--- config.mk ---
export PLATFORM = sky130hd
export DESIGN_NAME = ghost_renderer
export DESIGN_NICKNAME = d
export VERILOG_FILES = /design/src/rtl/ghost_pkg.sv /design/src/rtl/ghost_physics.sv /design/src/rtl/ghost_renderer.sv
export SDC_FILE = /design/constraint.sdc
export NUM_CORES = 1
export LEC_CHECK = 0
export ABC_CLOCK_PERIOD_IN_PS = 5200
export BUFFER_PORTS_ARGS = -buffer_cell sky130_fd_sc_hd__clkbuf_2
export CORE_ASPECT_RATIO = 1.25
export CORE_UTILIZATION = 45
export DETAILED_ROUTE_END_ITERATION = 6
export MAX_ROUTING_LAYER = met4
export PLACE_DENSITY = 0.66
export SLEW_MARGIN = 20
export SYNTH_ARGS = -nofsm -noshare
export SYNTH_HDL_FRONTEND = slang
export SYNTH_SLANG_ARGS = --single-unit
--- constraint.sdc ---
create_clock -name clk -period 5.2 [get_ports clk]
set_input_delay 0.26 -clock clk [delete_from_list [all_inputs] [get_ports clk]]
set_output_delay 0.26 -clock clk [all_outputs]
set_load 0.005 [all_outputs]
--- src/rtl/ghost_pkg.sv ---
// Shared types and constants for the ghost renderer.
// State encoding, colour words and coordinate width.
package ghost_pkg;

    localparam int COORD_W = 11;

    typedef enum logic [1:0] {
        ST_IDLE = 2'd0,
        ST_PLAY = 2'd1,
        ST_DEAD = 2'd2
    } state_t;

    // Colours packed as {r,g,b}, 4 bits each
    localparam logic [11:0] SKY     = 12'h48C;
    localparam logic [11:0] GHOST   = 12'hFFF;
    localparam logic [11:0] DEAD_BG = 12'h800;

endpackage

--- src/rtl/ghost_physics.sv ---
// Ghost vertical physics: vsync/flap edge detect, game FSM,
// velocity and committed top row, all updated once per frame.
module ghost_physics
    import ghost_pkg::*;
#(
    parameter int SCREEN_H = 900,
    parameter int GHOST_H  = 32,
    parameter int START_Y  = 434,
    parameter int GRAV     = 1,
    parameter int FLAP_V   = 10,
    parameter int MAX_V    = 12
) (
    input  logic               clk,
    input  logic               rst,
    input  logic               i_vsync,
    input  logic               i_flap,
    output state_t             o_state,
    output logic [COORD_W-1:0] o_ghost_y,
    output logic               o_hit
);

    localparam logic signed [7:0]  FLAP_VEL = 8'(-FLAP_V);
    localparam logic signed [7:0]  GRAV_VEL = 8'(GRAV);
    localparam logic signed [7:0]  MAX_VEL  = 8'(MAX_V);
    localparam logic signed [12:0] Y_FLOOR  = 13'(SCREEN_H - GHOST_H);

    state_t              r_state;
    logic [COORD_W-1:0]  r_ghost_y;
    logic signed [7:0]   r_vel;
    logic                r_hit;
    logic                r_vsync_d;
    logic                r_flap_d;
    logic                r_flap_pending;

    logic                w_tick;
    logic                w_flap_edge;
    logic                w_flap_any;
    logic signed [7:0]   w_vel_inc;
    logic signed [7:0]   w_vel_n;
    logic signed [12:0]  w_y_n;

    assign w_tick      = i_vsync & ~r_vsync_d;
    assign w_flap_edge = i_flap & ~r_flap_d;
    // An edge landing on the tick cycle still counts for that tick
    assign w_flap_any  = r_flap_pending | w_flap_edge;

    assign w_vel_inc = r_vel + GRAV_VEL;
    assign w_vel_n   = w_flap_any ? FLAP_VEL :
                       (w_vel_inc > MAX_VEL) ? MAX_VEL : w_vel_inc;
    assign w_y_n     = $signed({2'b00, r_ghost_y}) +
                       {{5{w_vel_n[7]}}, w_vel_n};

    // Edge detectors, flap latch and per-frame FSM update
    always_ff @(posedge clk) begin
        if (rst) begin
            r_state        <= ST_IDLE;
            r_ghost_y      <= COORD_W'(START_Y);
            r_vel          <= '0;
            r_hit          <= 1'b0;
            r_vsync_d      <= 1'b0;
            r_flap_d       <= 1'b0;
            r_flap_pending <= 1'b0;
        end else begin
            r_vsync_d <= i_vsync;
            r_flap_d  <= i_flap;
            if (w_tick) begin
                r_flap_pending <= 1'b0;
                case (r_state)
                    ST_IDLE: begin
                        if (w_flap_any) begin
                            r_state   <= ST_PLAY;
                            r_vel     <= FLAP_VEL;
                            r_ghost_y <= r_ghost_y - COORD_W'(FLAP_V);
                        end
                    end
                    ST_PLAY: begin
                        if (w_y_n < 0) begin
                            r_ghost_y <= '0;
                            r_vel     <= '0;
                        end else if (w_y_n >= Y_FLOOR) begin
                            r_ghost_y <= COORD_W'(SCREEN_H - GHOST_H);
                            r_vel     <= '0;
                            r_state   <= ST_DEAD;
                            r_hit     <= 1'b1;
                        end else begin
                            r_ghost_y <= w_y_n[COORD_W-1:0];
                            r_vel     <= w_vel_n;
                        end
                    end
                    ST_DEAD: begin
                        if (w_flap_any) begin
                            r_state   <= ST_IDLE;
                            r_ghost_y <= COORD_W'(START_Y);
                            r_vel     <= '0;
                            r_hit     <= 1'b0;
                        end
                    end
                    default: begin
                        r_state <= ST_IDLE;
                    end
                endcase
            end else if (w_flap_edge) begin
                r_flap_pending <= 1'b1;
            end
        end
    end

    assign o_state   = r_state;
    assign o_ghost_y = r_ghost_y;
    assign o_hit     = r_hit;

endmodule

--- src/rtl/ghost_renderer.sv ---
// Ghost renderer top: physics plus sprite-over-background
// pixel colour, registered one clock after the coordinates.
module ghost_renderer
    import ghost_pkg::*;
#(
    parameter int SCREEN_H = 900,
    parameter int GHOST_X  = 200,
    parameter int GHOST_W  = 32,
    parameter int GHOST_H  = 32,
    parameter int START_Y  = 434,
    parameter int GRAV     = 1,
    parameter int FLAP_V   = 10,
    parameter int MAX_V    = 12
) (
    input  logic        clk,
    input  logic        rst,
    input  logic [10:0] curr_x,
    input  logic [10:0] curr_y,
    input  logic        vsync,
    input  logic        flap,
    output logic [3:0]  draw_r,
    output logic [3:0]  draw_g,
    output logic [3:0]  draw_b,
    output logic [10:0] ghost_y,
    output logic        hit
);

    localparam logic [11:0] X_LO = 12'(GHOST_X);
    localparam logic [11:0] X_HI = 12'(GHOST_X + GHOST_W);

    state_t             w_state;
    logic [COORD_W-1:0] w_ghost_y;
    logic               w_hit;
    logic [11:0]        w_x12;
    logic [11:0]        w_y12;
    logic [11:0]        w_gy12;
    logic               w_in_ghost;
    logic [11:0]        r_draw;

    ghost_physics #(
        .SCREEN_H (SCREEN_H),
        .GHOST_H  (GHOST_H),
        .START_Y  (START_Y),
        .GRAV     (GRAV),
        .FLAP_V   (FLAP_V),
        .MAX_V    (MAX_V)
    ) u_phys (
        .clk       (clk),
        .rst       (rst),
        .i_vsync   (vsync),
        .i_flap    (flap),
        .o_state   (w_state),
        .o_ghost_y (w_ghost_y),
        .o_hit     (w_hit)
    );

    // Widen to 12 bits so ghost_y + GHOST_H cannot wrap
    assign w_x12  = {1'b0, curr_x};
    assign w_y12  = {1'b0, curr_y};
    assign w_gy12 = {1'b0, w_ghost_y};

    assign w_in_ghost = (w_x12 >= X_LO) && (w_x12 < X_HI) &&
                        (w_y12 >= w_gy12) &&
                        (w_y12 < w_gy12 + 12'(GHOST_H));

    // Pixel colour register
    always_ff @(posedge clk) begin
        if (rst) begin
            r_draw <= '0;
        end else if (w_in_ghost) begin
            r_draw <= GHOST;
        end else if (w_state == ST_DEAD) begin
            r_draw <= DEAD_BG;
        end else begin
            r_draw <= SKY;
        end
    end

    assign draw_r  = r_draw[11:8];
    assign draw_g  = r_draw[7:4];
    assign draw_b  = r_draw[3:0];
    assign ghost_y = w_ghost_y;
    assign hit     = w_hit;

endmodule

==> reports/summary.log, run 1 <==
qor: routing.drtAntennaViolNets 0
qor: layout.final_design_area_no_fill 0.00313 mm2
qor: critical_path.endpoint_kind flip-flop
qor: yosys.synthesis.instances 367
qor: critical_path.crit_path_max_delay_family simple AND/OR/NAND/NOR gates
qor: sta.final-setup-viol-count 0
qor: clocking.ctsHoldBuffers 0
qor: routing.avgViaCountPerCell 5.72
qor: layout.final_util 52.8%
qor: yosys.netlist.area_leader.share 19.9%
qor: critical_path.cp-start-kind flip-flop
qor: yosys.synthTopCellsByArea sky130_fd_sc_hd__dfxtp_1 (20%), sky130_fd_sc_hd__ha_1 (17%), sky130_fd_sc_hd__xnor2_1 (5.6%)
qor: sta.finClkSkew 9.55 ps
qor: global_route.gr-usage-all-layers 22.1%
qor: power_and_ir_drop.cellLeakagePower 0.00134 uW
qor: critical_path.timing.critical_path.arrival 4710 ps
qor: clocking.cts_made_buffers 3
qor: layout.area_growth_from_synthesis_to_layout 11.1%
qor: layout.design.final.nets 466
qor: clocking.path_clk_slew 110 ps
qor: placed_design.placedCellCount 478
qor: global_route.gr_ovfl_total 0
qor: sta.setup-tns-final 0 ps
qor: yosys.ys.flop_type sky130_fd_sc_hd__dfxtp_1
qor: sta.slew_headroom 63.3%
qor: yosys.synth_area_per_cell 7.68 um2
qor: sta.timing.final.max_slew_violations 0
qor: yosys.postSynthRegisterBits 28
qor: clocking.cts_repair_resize_count 0
qor: layout.final_common_cell sky130_fd_sc_hd__clkbuf_2
qor: routing.detail_route.drc_violations 0
qor: status.outcome finished, final reports clean
qor: power_and_ir_drop.vdd_ir_drop_max 0.000133 V
qor: layout.final-instance-count-excl-fill 482
qor: clocking.tritoncts done
qor: hold_path.min_from flap
qor: sta.timing.final.hold_violations 0
qor: critical_path.reg2reg_from u_phys.r_vel[0]$_SDFFE_PP0P_
qor: layout.layout.cells.most_common_list sky130_fd_sc_hd__clkbuf_2 (46), sky130_fd_sc_hd__ha_1 (38), sky130_fd_sc_hd__nor2_1 (37)
qor: die.num_rows 31
qor: global_route.first_global_vias 2478
qor: power_and_ir_drop.power.density 279 mW/mm2
qor: sta.tightest_slew 550 ps
qor: routing.drt-initial-drc-count 159
qor: die.die_y 90.5 um
qor: critical_path.crit_path_cell_trace ha_1 > nand3_1 > nor2_1 > xnor2_1 > inv_1 > o21ai_0 > nand2_1 > nor2_1 > ha_1 > inv_1 > fa_1 > nand2b_1 > a21o_1 > a21oi_1 > nor3_1 > mux2i_1 > a311oi_4 > buf_4 > or4_1 > nand3_1
qor: yosys.synthesis.area 0.00282 mm2
qor: sta.max_freq 224 MHz
qor: hold_path.hold_class input port to flip-flop
qor: placed_design.dpl_cell_area 0.00306 mm2
qor: global_route.grt_pass1_wl 11300 um
qor: routing.detailroute.via_count 2758
qor: critical_path.worstPathBufferInverterCount 3
qor: sta.setup_repair_after_global_routing_missed_its_margin false
qor: placed_design.gp_congestion 0.878
qor: layout.post_route_cells_drive_above_1_share 16.0%
qor: yosys.synth.yosys.seq_area_share 19.9%
qor: critical_path.critical_path_cell_count 20
qor: placed_design.place.port_buffers 46
qor: clocking.cts_setup_buffers 0
qor: die.dieArea 0.00658 mm2
qor: job.max_cap_viol_count 0
qor: layout.count_of_inserted_antenna_diode_cells 0
qor: critical_path.cpMaxStageDelayCell sky130_fd_sc_hd__or4_1
qor: critical_path.timing.critical_path.slowest_cell_delay 510 ps
qor: sta.post-route-period-util 86.0%
qor: critical_path.critical_path.reg2reg.endpoint u_phys.o_hit$_SDFFE_PP0P_
qor: critical_path.critPathRequiredTime 5440 ps
qor: die.die_x 72.8 um
qor: global_route.grt_max_degree 20
qor: clocking.clk_root_buffer_cell sky130_fd_sc_hd__clkbuf_8
qor: yosys.yosysUniqueCellTypes 50
qor: yosys.syn-num-nets 432
qor: routing.totalWireLength 6870 um
qor: clocking.ctsLongestPathBuffers 2
qor: hold_path.hold-path-cell-count 2
qor: placed_design.detailed_place_hpwl 5370 um
qor: die.core 0.00593 mm2
qor: routing.dr.pass1.iters 4
qor: yosys.yosysWarnings 0
qor: clocking.numClockSinks 28
qor: global_route.antenna_found_initial 0
qor: routing.route.detailed.wl_per_inst 14.2 um
qor: yosys.synth.largest_area_cell sky130_fd_sc_hd__dfxtp_1
qor: clocking.clkLatencyLatePin 290 ps
qor: critical_path.critical_path.max_fanout 19
qor: hold_path.hold_path_end u_phys.r_flap_d$_SDFF_PP0_
qor: yosys.postSynth.asyncResetShare 0%
qor: yosys.number_of_enable_flip_flop_cells_after_synthesis 0
qor: sta.min_period 4470 ps
qor: clocking.cts.htree.levels 1
qor: die.pin_count 50
qor: die.initial_core_utilization 47.5%
qor: critical_path.regToRegSetupSlack 730 ps
qor: critical_path.r2r_cells 20
qor: critical_path.class_of_the_most_critical_setup_path flip-flop to flip-flop
## layout make-up
cell class,count,area (um2)
fill,621,2800
multi-input combinational,293,2040
sequential,28,561
timing repair buffer,50,260
tap,82,103
inverter,25,93.8
clock buffer,3,41.3
clock inverter,1,30.0
## cell usage after synthesis (all sizes together), types with 4 or more instances
cell    instances
dfxtp          28
a31oi           9
a221oi          4
o211ai          5
a21o            7
buf            11
xor2            7
nor2           37
clkbuf         10
nand4           5
o21a            8
ha             38
nand2          20
nand3          18
xnor2          18
a211oi          7
inv            25
nor2b           7
o21ai          28
nor3           11
a21oi          28
nand2b          7
## cells by family (layout without fill, tap and decap cells)
logic type / after synthesis / after routing / synth area share [%]
and+or+nand+nor: 111 / 111 / 18.4
DFF: 28 / 28 / 19.9
muxes: 2 / 2 / 0.711
buffers and inverters: 46 / 79 / 7.64
adders and majority gates: 39 / 39 / 17.6
AOI/OAI and AO/OA: 116 / 116 / 28.0
xor gates and xnor gates: 25 / 25 / 7.77
## metal layers
metal  up-vias  global-route usage [%]  part of all wire (%)
met5         -                       -                     0
met4         0                    6.05                  0.90
met3         6                    2.12                   5.1
met2        86                    35.5                    48
met1      1277                    29.3                    46
li1       1389                       -                     -
## flip-flops by register name, indices dropped and copies added (netlist names)
signal,count
r_draw,3
u_phys.o_ghost_y,11
u_phys.o_hit,1
u_phys.o_state,2
u_phys.r_flap_d,1
u_phys.r_flap_pending,1
u_phys.r_vel,8
u_phys.r_vsync_d,1
## report_power, final
part	leakage (uW)	switching [uW]	internal (uW)	total (uW)
Clock	0.0000357	77.0	103	180
Sequential	0.000229	26.8	235	262
Combinational	0.00107	258	174	432
## metrics by stage
stage          power (uW)  hold slack [ps]  setup WS (ps)
5_1_grt               941              224            359
3_3_place_gp          689              463            832
6_report              874              206            729
3_5_place_dp          696              479            790
4_1_cts               875              204            751
2_1_floorplan         597              388           1350
## how the worst max path moves through the flow
stage,to,start
after CTS,u_phys.o_hit$_SDFFE_PP0P_,u_phys.r_vel[0]$_SDFFE_PP0P_
after global placement,u_phys.o_hit$_SDFFE_PP0P_,u_phys.r_vel[0]$_SDFFE_PP0P_
after global routing,u_phys.o_hit$_SDFFE_PP0P_,u_phys.r_vel[0]$_SDFFE_PP0P_
final,u_phys.o_hit$_SDFFE_PP0P_,u_phys.r_vel[0]$_SDFFE_PP0P_
after floorplan,u_phys.o_state[1]$_SDFFE_PP0P_,u_phys.r_vel[0]$_SDFFE_PP0P_
after detailed placement,u_phys.o_hit$_SDFFE_PP0P_,u_phys.r_vel[0]$_SDFFE_PP0P_
(Power assumes the default switching activity.)
==> run 2: changes to the inputs <==
Settings changed: ABC_AREA from default to 1, ABC_CLOCK_PERIOD_IN_PS 5200 to 4300.
Clock period 5.2 ns to 4.3 ns, I/O delays scaled along.
==> reports/summary.log, run 2 <==
qor: layout.number_of_fill_cells 715
qor: sta.max_freq 262 MHz
qor: clocking.path_clk_slew 100 ps
qor: power_and_ir_drop.power 1230 uW
qor: clocking.tritoncts done
qor: routing.totalWireLength 7690 um
qor: clocking.cts_made_buffers 3
qor: power_and_ir_drop.p_sw_share 46.6%
qor: yosys.postSynth.asyncResetShare 0%
qor: yosys.synthesis.area 0.00303 mm2
qor: power_and_ir_drop.seq_power_share 26.5%
qor: clocking.cts_repair_resize_count 0
qor: layout.final-instance-count-excl-fill 601
qor: yosys.ys.flop_type sky130_fd_sc_hd__dfxtp_1
qor: power_and_ir_drop.power.density 369 mW/mm2
qor: status.outcome finished, final reports clean
qor: critical_path.timing.critical_path.arrival 4050 ps
qor: sta.finClkSkew 5.02 ps
qor: yosys.synth.most_common_cell sky130_fd_sc_hd__nand2_1
qor: yosys.syn-num-nets 546
qor: die.die_y 93.7 um
qor: placed_design.post_place_setup_slack 518 ps
qor: hold_path.hold_class input port to flip-flop
qor: critical_path.cp-start-kind flip-flop
qor: critical_path.reg2reg_from u_phys.r_vel[0]$_SDFFE_PP0P_
qor: routing.drt-initial-drc-count 139
qor: sta.setup_repair_after_global_routing_missed_its_margin false
qor: placed_design.dpl_cell_area 0.00325 mm2
qor: yosys.synthesis.instances 481
qor: sta.timing.final.max_slew_violations 0
qor: power_and_ir_drop.power_frac_comb 55.8%
qor: power_and_ir_drop.vdd_ir_drop_max 0.000167 V
qor: hold_path.hold_path_end u_phys.r_vsync_d$_SDFF_PP0_
qor: clocking.cts.htree.levels 1
qor: power_and_ir_drop.clockPowerShare 17.7%
qor: yosys.synthTopCellsByArea sky130_fd_sc_hd__dfxtp_1 (19%), sky130_fd_sc_hd__nand2_1 (16%), sky130_fd_sc_hd__ha_1 (16%)
qor: hold_path.hold-path-cell-count 3
qor: yosys.synth_area_per_cell 6.29 um2
qor: layout.final_design_area_no_fill 0.00332 mm2
qor: critical_path.endpoint_kind flip-flop
qor: layout.layout.cells.most_common_list sky130_fd_sc_hd__nand2_1 (131), sky130_fd_sc_hd__inv_1 (56), sky130_fd_sc_hd__clkbuf_2 (46)
qor: critical_path.critical_path.max_fanout 6
qor: power_and_ir_drop.power.internal 656 uW
qor: global_route.grt_max_degree 21
qor: job.max_cap_viol_count 0
qor: global_route.first_global_vias 2921
qor: global_route.gr_ovfl_total 0
qor: routing.drtAntennaViolNets 0
qor: sta.timing.final.hold_violations 0
qor: placed_design.placedCellCount 597
qor: die.pin_count 50
qor: layout.count_of_inserted_antenna_diode_cells 0
qor: sta.final-setup-viol-count 0
qor: die.initial_core_utilization 46.4%
qor: die.die_x 75.3 um
qor: yosys.most_common_library_cells_after_synthesis sky130_fd_sc_hd__nand2_1 (131), sky130_fd_sc_hd__inv_1 (56), sky130_fd_sc_hd__nor2_1 (44), sky130_fd_sc_hd__a21oi_1 (39), sky130_fd_sc_hd__ha_1 (38)
qor: routing.detailroute.via_count 3149
qor: layout.post_route_cells_drive_above_1_share 14.4%
qor: yosys.postSynthRegisterBits 28
qor: routing.detail_route.drc_violations 0
qor: layout.area.sequential 561 um2
qor: yosys.yosysWarnings 0
qor: placed_design.detailed_place_hpwl 6280 um
qor: layout.final_common_cell sky130_fd_sc_hd__nand2_1
qor: hold_path.min_from vsync
qor: critical_path.class_of_the_most_critical_setup_path flip-flop to flip-flop
qor: clocking.cts_setup_buffers 0
qor: layout.largest_register_ff_count 11
qor: layout.multi_input_area 0.00213 mm2
qor: power_and_ir_drop.cellLeakagePower 0.00169 uW
qor: critical_path.critPathRequiredTime 4530 ps
qor: yosys.yosysUniqueCellTypes 38
qor: yosys.number_of_enable_flip_flop_cells_after_synthesis 0
qor: sta.post-route-period-util 88.6%
qor: placed_design.gp_congestion 0.940
qor: critical_path.critical_path.reg2reg.endpoint u_phys.o_ghost_y[4]$_SDFFE_PP1P_
qor: yosys.synth.yosys.seq_area_share 18.5%
qor: global_route.gr-usage-all-layers 23.3%
qor: global_route.grt_pass1_wl 12400 um
qor: die.dieArea 0.00706 mm2
qor: clocking.clk_root_buffer_cell sky130_fd_sc_hd__clkbuf_8
qor: routing.avgViaCountPerCell 5.24
qor: sta.setup-tns-final 0 ps
qor: yosys.netlist.area_leader.share 18.5%
qor: layout.design.final.nets 580
qor: sta.min_period 3810 ps
qor: clocking.ctsLongestPathBuffers 2
qor: yosys.synth.largest_area_cell sky130_fd_sc_hd__dfxtp_1
qor: sta.slew_headroom 51.5%
qor: clocking.clkLatencyLatePin 290 ps
qor: die.num_rows 33
qor: sta.setup_slack 489 ps
qor: layout.area_growth_from_synthesis_to_layout 9.88%
qor: global_route.antenna_found_initial 0
qor: power_and_ir_drop.p_sw 571 uW
qor: placed_design.place.port_buffers 46
qor: clocking.numClockSinks 28
qor: clocking.ctsHoldBuffers 0
qor: critical_path.regToRegSetupSlack 490 ps
qor: routing.dr.pass1.iters 4
qor: critical_path.r2r_cells 27
qor: die.core 0.00652 mm2
qor: sta.tightest_slew 719 ps
qor: routing.route.detailed.wl_per_inst 12.8 um
## run 2: routing by layer
layer | up-vias | part of all wire, % | track usage, %
li1 | 1639 | - | -
met1 | 1433 | 44 | 25.0
met2 | 63 | 52 | 44.0
met3 | 14 | 2.7 | 1.82
met4 | 0 | 2.0 | 7.56
met5 | - | 0 | -
## run 2: power by group through the flow
| stage | Sequential, uW | Clock, uW | Combinational (uW) |
|---|---|---|---|
| 6_report | 325 | 217 | 685 |
| 5_1_grt | 330 | 229 | 786 |
| 4_1_cts | 325 | 223 | 680 |
| 3_5_place_dp | 331 | 0 | 676 |
| 3_3_place_gp | 331 | 0 | 664 |
| 2_1_floorplan | 320 | 0 | 529 |
## run 2: logic make-up after synthesis
family | count (synthesis) | synth area share (%)
xor+xnor | 10 | 2.90
buf+inv | 76 | 11.0
fa+ha+maj | 39 | 16.4
simple gates | 253 | 37.5
compound gates | 75 | 13.7
flops | 28 | 18.5
## run 2: layout make-up
| class | instances | share of cell area [%] |
|---|---|---|
| Tap cell | 87 | 3.27 |
| Clock buffer | 3 | 1.24 |
| Multi-Input combinational cell | 377 | 64.1 |
| Clock inverter | 1 | 0.903 |
| Inverter | 59 | 6.66 |
| Sequential cell | 28 | 16.9 |
| Timing Repair Buffer | 46 | 6.93 |
## run 2: worst max path at each step
| stage | start | endpoint | slack, ps |
|---|---|---|---|
| 2_1_floorplan | u_phys.r_vel[0]$_SDFFE_PP0P_ | u_phys.o_ghost_y[4]$_SDFFE_PP1P_ | 1120 |
| 3_3_place_gp | u_phys.r_vel[0]$_SDFFE_PP0P_ | u_phys.o_ghost_y[4]$_SDFFE_PP1P_ | 580 |
| 3_5_place_dp | u_phys.r_vel[0]$_SDFFE_PP0P_ | u_phys.o_ghost_y[4]$_SDFFE_PP1P_ | 520 |
| 4_1_cts | u_phys.r_vel[0]$_SDFFE_PP0P_ | u_phys.o_ghost_y[4]$_SDFFE_PP1P_ | 480 |
| 5_1_grt | u_phys.r_vel[0]$_SDFFE_PP0P_ | u_phys.o_ghost_y[4]$_SDFFE_PP1P_ | 90 |
| 6_report | u_phys.r_vel[0]$_SDFFE_PP0P_ | u_phys.o_ghost_y[4]$_SDFFE_PP1P_ | 490 |
## run 2: critical path, cell delays in order, from the launching register on
cell	delay (ps)
sky130_fd_sc_hd__dfxtp_1	400
sky130_fd_sc_hd__ha_1	240
sky130_fd_sc_hd__nand3_1	130
sky130_fd_sc_hd__nor2_1	130
sky130_fd_sc_hd__xor2_1	90
sky130_fd_sc_hd__nor2_1	90
sky130_fd_sc_hd__nand2_1	60
sky130_fd_sc_hd__o21bai_2	230
sky130_fd_sc_hd__nand2_1	80
sky130_fd_sc_hd__nor2_1	150
sky130_fd_sc_hd__ha_1	280
sky130_fd_sc_hd__inv_1	80
sky130_fd_sc_hd__fa_1	420
sky130_fd_sc_hd__inv_1	120
sky130_fd_sc_hd__nand3_1	90
sky130_fd_sc_hd__nand2_1	100
sky130_fd_sc_hd__nand2_1	70
sky130_fd_sc_hd__nand2_1	80
sky130_fd_sc_hd__nand2_1	90
sky130_fd_sc_hd__nand2_1	70
sky130_fd_sc_hd__nand2_1	70
sky130_fd_sc_hd__nand2_2	120
sky130_fd_sc_hd__nand2_1	110
sky130_fd_sc_hd__nor2_4	190
sky130_fd_sc_hd__nand2_1	90
sky130_fd_sc_hd__nand3_1	70
sky130_fd_sc_hd__nand2_1	50
sky130_fd_sc_hd__nand2_1	60
## run 2: stage by stage
step	hold WS [ps]	utilization [%]
6_report	132	51.0
5_1_grt	139	51.0
4_1_cts	128	51.0
3_5_place_dp	441	49.9
3_3_place_gp	433	49.9
2_1_floorplan	310	-
